## src/rtl/cpu_pkg.sv

```systemverilog
// Definitions shared by simple_cpu and its program sequencer:
// opcode values, opcode field placement, sequencer states and default cycle counts.
package cpu_pkg;

  // The opcode occupies the top OPC_W bits of every instruction word.
  localparam int OPC_W = 2;

  localparam logic [OPC_W-1:0] OPC_NOP_HALT = 2'b00;
  localparam logic [OPC_W-1:0] OPC_ALU      = 2'b01;
  localparam logic [OPC_W-1:0] OPC_LOAD     = 2'b10;
  localparam logic [OPC_W-1:0] OPC_STORE    = 2'b11;

  localparam int DEF_INSTR_WIDTH    = 20;
  localparam int DEF_PC_BITS        = 5;
  localparam int DEF_ALU_CYCLES     = 3;
  localparam int DEF_LOAD_CYCLES    = 4;
  localparam int DEF_STORE_CYCLES   = 3;
  localparam int DEF_CPU_RST_CYCLES = 2;

  // Wide enough for any hold count up to 16 cycles.
  localparam int HOLD_W = 4;

  typedef enum logic [2:0] {
    ST_IDLE,
    ST_CPU_RST,
    ST_FETCH,
    ST_ISSUE,
    ST_DONE
  } seq_state_e;

endpackage

```

## src/rtl/instr_rom_sp.sv

```systemverilog
// Program memory for the sequencer: one synchronous write port and a registered read.
module instr_rom_sp #(
  parameter int ADDR_BITS  = 5,
  parameter int DATA_WIDTH = 20
) (
  input  logic                  clk,
  input  logic                  we,
  input  logic [ADDR_BITS-1:0]  waddr,
  input  logic [DATA_WIDTH-1:0] wdata,
  input  logic [ADDR_BITS-1:0]  raddr,
  output logic [DATA_WIDTH-1:0] rdata
);

  logic [DATA_WIDTH-1:0] mem [0:(2**ADDR_BITS)-1];
  logic [DATA_WIDTH-1:0] rdata_q;

  // Contents are deliberately not reset so the array maps onto block RAM.
  always_ff @(posedge clk) begin
    if (we) begin
      mem[waddr] <= wdata;
    end
    rdata_q <= mem[raddr];
  end

  assign rdata = rdata_q;

endmodule

```

## src/rtl/cpu_program_sequencer.sv

```systemverilog
// Replays a preloaded program into simple_cpu: resets the CPU, then presents each
// instruction for an opcode-dependent number of cycles and pulses done at the end.
module cpu_program_sequencer
  import cpu_pkg::*;
#(
  parameter int INSTR_WIDTH    = DEF_INSTR_WIDTH,
  parameter int PC_BITS        = DEF_PC_BITS,
  parameter int ALU_CYCLES     = DEF_ALU_CYCLES,
  parameter int LOAD_CYCLES    = DEF_LOAD_CYCLES,
  parameter int STORE_CYCLES   = DEF_STORE_CYCLES,
  parameter int CPU_RST_CYCLES = DEF_CPU_RST_CYCLES
) (
  input  logic                   clk,
  input  logic                   rst,
  input  logic                   prog_we,
  input  logic [PC_BITS-1:0]     prog_addr,
  input  logic [INSTR_WIDTH-1:0] prog_data,
  input  logic [PC_BITS:0]       prog_len,
  input  logic                   start,
  input  logic                   abort,
  output logic [INSTR_WIDTH-1:0] instruction,
  output logic                   cpu_rst,
  output logic                   busy,
  output logic                   done,
  output logic [PC_BITS-1:0]     pc
);

  localparam int LEN_W = PC_BITS + 1;
  localparam logic [LEN_W-1:0] MAX_LEN = LEN_W'(2**PC_BITS);

  seq_state_e             state_q, state_d;
  logic [INSTR_WIDTH-1:0] instr_q, instr_d;
  logic                   cpu_rst_q, cpu_rst_d;
  logic                   busy_q, busy_d;
  logic                   done_q, done_d;
  logic [PC_BITS-1:0]     pc_q, pc_d;
  logic [HOLD_W-1:0]      hold_q, hold_d;
  logic [LEN_W-1:0]       len_q, len_d;
  logic [INSTR_WIDTH-1:0] rom_rdata;
  logic [LEN_W-1:0]       pc_plus_one;

  // Hold counters count down to zero, so they are loaded with N-1.
  function automatic logic [HOLD_W-1:0] hold_for(input logic [OPC_W-1:0] opc);
    case (opc)
      OPC_ALU:   return HOLD_W'(ALU_CYCLES - 1);
      OPC_LOAD:  return HOLD_W'(LOAD_CYCLES - 1);
      OPC_STORE: return HOLD_W'(STORE_CYCLES - 1);
      default:   return '0;
    endcase
  endfunction

  // Reading at pc_d makes mem[pc] available during FETCH, ready to register on ISSUE entry.
  instr_rom_sp #(
    .ADDR_BITS  (PC_BITS),
    .DATA_WIDTH (INSTR_WIDTH)
  ) u_rom (
    .clk   (clk),
    .we    (prog_we && !busy_q),
    .waddr (prog_addr),
    .wdata (prog_data),
    .raddr (pc_d),
    .rdata (rom_rdata)
  );

  assign pc_plus_one = LEN_W'(pc_q) + LEN_W'(1);

  always_comb begin
    state_d = state_q;
    instr_d = instr_q;
    pc_d    = pc_q;
    hold_d  = hold_q;
    len_d   = len_q;

    case (state_q)
      ST_IDLE: begin
        if (start) begin
          len_d   = (prog_len > MAX_LEN) ? MAX_LEN : prog_len;
          instr_d = '0;
          if (prog_len != '0) begin
            state_d = ST_CPU_RST;
            hold_d  = HOLD_W'(CPU_RST_CYCLES - 1);
          end else begin
            state_d = ST_DONE;
          end
        end
      end
      ST_CPU_RST: begin
        instr_d = '0;
        if (hold_q == '0) begin
          state_d = ST_FETCH;
          pc_d    = '0;
        end else begin
          hold_d = hold_q - 1'b1;
        end
      end
      ST_FETCH: begin
        state_d = ST_ISSUE;
        instr_d = rom_rdata;
        hold_d  = hold_for(rom_rdata[INSTR_WIDTH-1 -: OPC_W]);
      end
      ST_ISSUE: begin
        if (instr_q[INSTR_WIDTH-1 -: OPC_W] == OPC_NOP_HALT) begin
          state_d = ST_DONE;
          instr_d = '0;
        end else if (hold_q != '0) begin
          hold_d = hold_q - 1'b1;
        end else if (pc_plus_one == len_q) begin
          state_d = ST_DONE;
          instr_d = '0;
        end else begin
          state_d = ST_FETCH;
          pc_d    = pc_q + 1'b1;
        end
      end
      ST_DONE: begin
        state_d = ST_IDLE;
        instr_d = '0;
      end
      default: begin
        state_d = ST_IDLE;
        instr_d = '0;
      end
    endcase

    // Abort drops the run without a done pulse and parks pc back at zero.
    if (abort && state_q != ST_IDLE) begin
      state_d = ST_IDLE;
      instr_d = '0;
      pc_d    = '0;
      hold_d  = '0;
    end

    cpu_rst_d = (state_d == ST_CPU_RST);
    busy_d    = (state_d != ST_IDLE);
    done_d    = (state_d == ST_DONE);
  end

  always_ff @(posedge clk) begin
    if (rst) begin
      state_q   <= ST_IDLE;
      instr_q   <= '0;
      cpu_rst_q <= 1'b1;
      busy_q    <= 1'b0;
      done_q    <= 1'b0;
      pc_q      <= '0;
      hold_q    <= '0;
      len_q     <= '0;
    end else begin
      state_q   <= state_d;
      instr_q   <= instr_d;
      cpu_rst_q <= cpu_rst_d;
      busy_q    <= busy_d;
      done_q    <= done_d;
      pc_q      <= pc_d;
      hold_q    <= hold_d;
      len_q     <= len_d;
    end
  end

  assign instruction = instr_q;
  assign cpu_rst     = cpu_rst_q;
  assign busy        = busy_q;
  assign done        = done_q;
  assign pc          = pc_q;

endmodule

```

## config.mk

```make
export PLATFORM = sky130hd
export DESIGN_NAME = cpu_program_sequencer
export DESIGN_NICKNAME = d
export VERILOG_FILES = /design/src/rtl/cpu_pkg.sv /design/src/rtl/instr_rom_sp.sv /design/src/rtl/cpu_program_sequencer.sv
export SDC_FILE = /design/constraint.sdc
export NUM_CORES = 1
export LEC_CHECK = 0
export ABC_AREA = 1
export BUFFER_PORTS_ARGS = -buffer_cell sky130_fd_sc_hd__buf_2
export CAP_MARGIN = 20
export CORE_MARGIN = 4
export CORE_UTILIZATION = 62
export CTS_CLUSTER_SIZE = 40
export DETAILED_ROUTE_END_ITERATION = 6
export PLACE_DENSITY = 0.79
export SYNTH_ARGS = -nofsm -noshare
export SYNTH_HDL_FRONTEND = slang
export SYNTH_HIERARCHICAL = 1
export SYNTH_SLANG_ARGS = --single-unit
```

## constraint.sdc

```tcl
create_clock -name clk -period 3.3 [get_ports clk]
set_input_delay 0.495 -clock clk [delete_from_list [all_inputs] [get_ports clk]]
set_output_delay 0.495 -clock clk [all_outputs]
set_load 0.02 [all_outputs]
```

# Word level (Yosys, flattened, before mapping)
# Memory sizes are Yosys's and may differ from the RTL's. A register that Yosys moved wholly into a read port is not among the register bits.
# Index checks and enable logic that the tools add are counted.
# W data, S select, Z words.
# op_classes
addsub	3
mul	0
div	0
magnitude_cmp	1
eq_ne	16
n_shift	0
n_mux	29
bitwise_logic	0
reduce_logical	16
# op_table
operator	n
$mux W20	4
$pmux W20 S3	1
$mux W5	5
$mux W3	7
$mux W4	5
$pmux W4 S4	1
$pmux W3 S4	1
$ne A2 B2 Y1 const B	5
$pmux W5 S2	1
$reduce_bool A4 Y1	2
$add A5 B1 Y6 const B	1
$eq A3 B1 Y1 const B	2
$eq A3 B2 Y1 const B	2
$eq A6 B6 Y1	1
$gt A6 B6 Y1 const B	1
$mux W6	1
$ne A3 B3 Y1 const B	2
$reduce_and A6 Y1	1
$reduce_bool A3 Y1	2
$reduce_bool A6 Y1	1
$add A5 B1 Y5 const B	1
$eq A2 B2 Y1 const B	2
$logic_not A4 Y1	1
$pmux W2 S2	1
other kinds (11)	14
# totals
register_bits	41
latchBits	0
mem_bits_rw	640
rom_bits	0
out_inout_bits	28
n_memories	1
# mem_list
memory	depth	width	read_ports	rd_clocked_by_memory_dff	write_ports	line	source
u_rom.mem	32	20	1	1	1	instr_rom_sp.sv:14	logic [DATA_WIDTH-1:0] mem [0:(2**ADDR_BITS)-1];

# Longest topological paths before layout
# depth
word_depth	8
depth_mapped	26
ltp_nobuf	23

# By module
# Netlist, hierarchy kept.
# modules_own_cells
mod	instances	cells_each	area_each_um2	seq_area_each_um2
instr_rom_sp	1	2230	26519.2	19618.8
cpu_program_sequencer	1	299	1996.9	820.8

# Worst setup path after synthesis
# OpenSTA, ideal clock, no wires.
# synth_path
kind	register -> register
startpoint	reg pc_q[0], in the netlist pc[0]
endpoint	reg u_rom.rdata_q[0], in the netlist u_rom/rdata[0], read port of u_rom.mem
arrival_ps	2573
required_time_ps	3188
setup_slack_ps	615
stages_incl_launch_ff	25
n_path_buf	3
synth_period_minus_slack_ps	2685
cell_sequence	dfxtp_1 ha_1 nand2_1 nand2_1 nor2_1 nand3_1 nor2_1 nand3_2 nand2_2 nand2_1 nand3_1 nand2_1 nand2_1 inv_1 buf_4 inv_2 buf_6 buf_4 nand3_1 nand3_1 nand2_1 nand2_1 nand2_1 nand2_1 nand2_1
# synth_between
elab_chain_cells	7
elab_cells_between_ends	9
cone_classes	add/sub: 2; eq/ne: 1; mux: 6
# synth_lines
element	line	source
from (decl)	cpu_program_sequencer.sv:36	logic [PC_BITS-1:0] pc_q, pc_d;
from (signal assigned)	cpu_program_sequencer.sv:154	pc_q <= pc_d;
$add A5 B1 Y6	cpu_program_sequencer.sv:65	assign pc_plus_one = LEN_W'(pc_q) + LEN_W'(1);
$eq A6 B6 Y1	cpu_program_sequencer.sv:107	end else if (pc_plus_one == len_q) begin
$mux W5 (*)	cpu_program_sequencer.sv:107	
$mux W5 (*)	cpu_program_sequencer.sv:105	end else if (hold_q != '0) begin
$mux W5 (*)	cpu_program_sequencer.sv:102	if (instr_q[INSTR_WIDTH-1 -: OPC_W] == OPC_NOP_HALT) begin
$pmux W5 S2 (*)	cpu_program_sequencer.sv:74	case (state_q)
$mux W5 (*)	cpu_program_sequencer.sv:126	if (abort && state_q != ST_IDLE) begin
named net pc_d[1]	cpu_program_sequencer.sv:36	
to (decl)	instr_rom_sp.sv:15	logic [DATA_WIDTH-1:0] rdata_q;
# The timed path passes the listed nets; every way through them passes the cells marked *.
# A chain may end at the register's enable or synchronous reset.

# Worst setup path in the final report
# layout_path
startpoint	reg hold_q[0]
endpoint	reg u_rom.rdata_q[7], in the netlist u_rom/rdata[7], read port of u_rom.mem
# layout_between
elab_chain_cells	5
elab_cells_between_ends	7
cone_classes	mux: 5; reduce/logical: 2
# layout_lines
element	line	source
from (decl)	cpu_program_sequencer.sv:37	logic [HOLD_W-1:0] hold_q, hold_d;
from (signal assigned)	cpu_program_sequencer.sv:155	hold_q <= hold_d;
$reduce_bool A4 Y1	cpu_program_sequencer.sv:105	
$mux W5	cpu_program_sequencer.sv:105	
$mux W5	cpu_program_sequencer.sv:102	
$pmux W5 S2 (*)	cpu_program_sequencer.sv:74	
$mux W5 (*)	cpu_program_sequencer.sv:126	
named net pc_d[0]	cpu_program_sequencer.sv:36	
# Marked as above.

==> results.toml <==
[run_status]
status = "completed"

[floorplan]
start_util = 0.628
io_pins = 64
die_width_microns = 222
rows = 78
die-area_sq_mm = 0.0495
fp.coreArea_sq_mm = 0.0454
die_h_microns = 222

[worst_setup_path]
rr_worst_depth = 21
crit_arrival_ns = 3.60
endpoint_kind = "register"
path_max_fanout = 20
start_kind = "register"
crit_required_ns = 3.73
worstSetupPathType = "register to register"

[cells_and_area]
fin_nets = 2644
fill_cells = 2937
n_antenna_cell = 0
area_delta_synth_final_pct = 12.4
fin_cells = 3262
final_layout_size_suffix_gt1_frac = 0.114

[place]
placed_cells = 3129
dp_hpwl_microns = 40800
pre_cts_ws_ns = 0.115
numPortBuffers = 63
gp_congestion = 0.851

[sta]
finalHoldViolCount = 0
worst_pin_slew_ns = 0.890
slew_viol_final = 0
fin_ws_ns = 0.132
fin_skew_ns = 0.0266
fin_crit_ns = 3.17
post-route-period-util = 0.960
max_freq_mhz = 316
setup_viol = 0
maxSlewHeadroom = 0.406

[route]
drt-initial-drc-count = 2987
drc = 0
avgRoutedWirePerCell_microns = 22.7
firstDrtPassIters = 6
routed_wl_microns = 74100
vias_per_cell = 6.16
vias = 20100
ant_nets = 0

[synth]
yosysSeqAreaShare = 0.717
synth-async-reset-ratio = 0
synth_area_leaders = "edfxtp_1, nand2_1, nand3_1"
synth.avg_cell_area_sq_um = 11.3
ys_warn_count = 6
ys.flop_type = "edfxtp_1"
syn_area_sq_mm = 0.0285
synth_cell_types = 33
synth_edf_count = 640
yosysTopAreaCell = "edfxtp_1"
ys_seq_elements = 701
synth_top_area_frac = 0.674
synth_nets = 2568
synthCells = 2529

[pwr]
seqPwrFrac = 0.330
max-vdd-ir-drop_mv = 0.899
p_switching_w = 0.0125
power_frac_comb = 0.415
power_density_mw_per_mm2 = 968
leakagePower_nw = 12.1
clkPwrFrac = 0.255
swShare = 0.402
p_int_w = 0.0186

[cts]
cts_tree = "done"
clock-sinks = 701
cts_buffers = 70
cts_htree_levels = 3
worstSkewPairLatency_ns = 0.61
cts_root_buf = "clkbuf_16"
path_clk_slew_ns = 0.06
cts.path.max_buffers = 3

[hold_path]
hold_path_class = "input pin to register"
min_path_cells = 3

[global_route]
grt_use_total = 0.291
grt_pass1_wl_microns = 111000
antenna_found_initial = 0
grt_max_degree = 81
first_global_vias = 19300
grt-ovfl-total = 0

[flow_run]
maxCapViolCount = 0
## repair_timing
item                       4_1_cts  5_1_grt
hold buffers                     0        0
setup buffers                    0        0
setup endpoints to repair        0       20
gates resized for setup          0       19
## critical path, cell delays in order, from the launching register on
cell and delay, ns:
dfxtp_1 0.33, inv_1 0.13, ha_1 0.17, nand3_1 0.22, nor2_2 0.32, nand2_2 0.15
nand2_1 0.09, nand3_1 0.06, nand2_1 0.08, nand2_2 0.10, inv_8 0.11, clkinv_8 0.17
buf_16 0.22, buf_4 0.16, nand2_1 0.07, nand3_1 0.07, nand3_1 0.09, nand2_1 0.06
nand2_1 0.10, nand2_1 0.07, nand2_1 0.07, nand2_1 0.15
## worst paths after layout
kind	startpoint	endpoint	slack, ns
worst max-delay path	hold_q[0]$_SDFFE_PP0P_	u_rom/rdata[7]$_DFF_P_	0.13
worst min-delay path	prog_len[3]	len_q[3]$_SDFFE_PP0P_	0.18
worst max register to register	hold_q[0]$_SDFFE_PP0P_	u_rom/rdata[7]$_DFF_P_	0.13
worst min register to register	u_rom/rdata[7]$_DFF_P_	instruction[7]$_SDFFE_PP0P_	0.46
## per-stage QoR
stage / hold WS, ns / utilization / area (sq um) / TNS (ns) / power [W]
after floorplan: 0.430 / - / 28500 / 0 / 0.0190
after global placement: 0.435 / 0.652 / 29600 / 0 / 0.0221
after detailed placement: 0.439 / 0.652 / 29600 / 0 / 0.0224
after CTS: 0.156 / 0.702 / 31900 / 0 / 0.0304
after global routing: 0.197 / 0.707 / 32100 / -0.0288 / 0.0326
final: 0.177 / 0.707 / 32100 / 0 / 0.0311
## final cells by class
type                    count  area (sq um)  share of cell area
inverters                  57           246             0.00769
multi-input cells        1627          7010               0.219
clock buffers             101          2010              0.0628
repair buffers            148          1310              0.0409
flip-flops and latches    701         20400               0.637
clock inverters            28           290             0.00905
well taps                 600           751              0.0234
## power groups by stage
stage / clock network [W] / registers [W] / logic [W]
final: 0.00793 / 0.0102 / 0.0129
after global routing: 0.00840 / 0.0103 / 0.0140
after CTS: 0.00799 / 0.0102 / 0.0122
after detailed placement: 0 / 0.0104 / 0.0120
after global placement: 0 / 0.0104 / 0.0117
after floorplan: 0 / 0.0104 / 0.00858
## per-layer routing
| layer | global-route usage | wire [microns] |
|---|---|---|
| met1 | 0.397 | 26500 |
| met5 | 0 | 0 |
| met2 | 0.472 | 35700 |
| met4 | 0.109 | 2660 |
| met3 | 0.0567 | 9320 |
## layout by cell type, fill, tap and decap left out, types with 2 or more instances in the layout
cell,n
inv_1,49
nand2_1,982
clkbuf_8,6
clkbuf_16,78
nor3_1,6
o211ai_1,2
o21ai_0,15
nand3_1,511
buf_16,6
buf_6,3
bufinv_16,5
ha_1,3
a211oi_1,2
dfxtp_1,60
nor2_2,35
nand2_2,8
clkinv_2,10
edfxtp_1,640
buf_2,63
nor2_1,24
clkinv_8,2
a22oi_1,3
a21oi_1,27
clkinv_1,8
nand3b_1,2
buf_12,12
inv_6,5
clkbuf_1,21
buf_4,59
clkinvlp_4,3
## Yosys cell counts (8+ instances only)
| cell type | number |
|---|---|
| o21ai_0 | 15 |
| nor2_1 | 58 |
| a21oi_1 | 27 |
| inv_1 | 52 |
| nand3_1 | 511 |
| clkbuf_1 | 20 |
| buf_2 | 61 |
| dfxtp_1 | 61 |
| buf_1 | 8 |
| edfxtp_1 | 640 |
| nand2_1 | 984 |
| buf_6 | 28 |
| buf_4 | 24 |
## logic make-up after synthesis
logic type | share of synthesized area
AND/OR/NAND/NOR | 0.231
adder cells (fa/ha/maj) | 0.00132
AO/OA/AOI/OAI | 0.0102
flip-flops | 0.717
buffers and inverters | 0.0408
## sequential cells by signal, summed over array words and instances, names as in the netlist
name         count
state_q          3
pc               5
cpu_rst          1
u_rom/rdata     20
len_q            6
hold_q           4
u_rom/mem      640
busy             1
instruction     20
done             1
No activity file was read; power rests on OpenSTA's default activity.
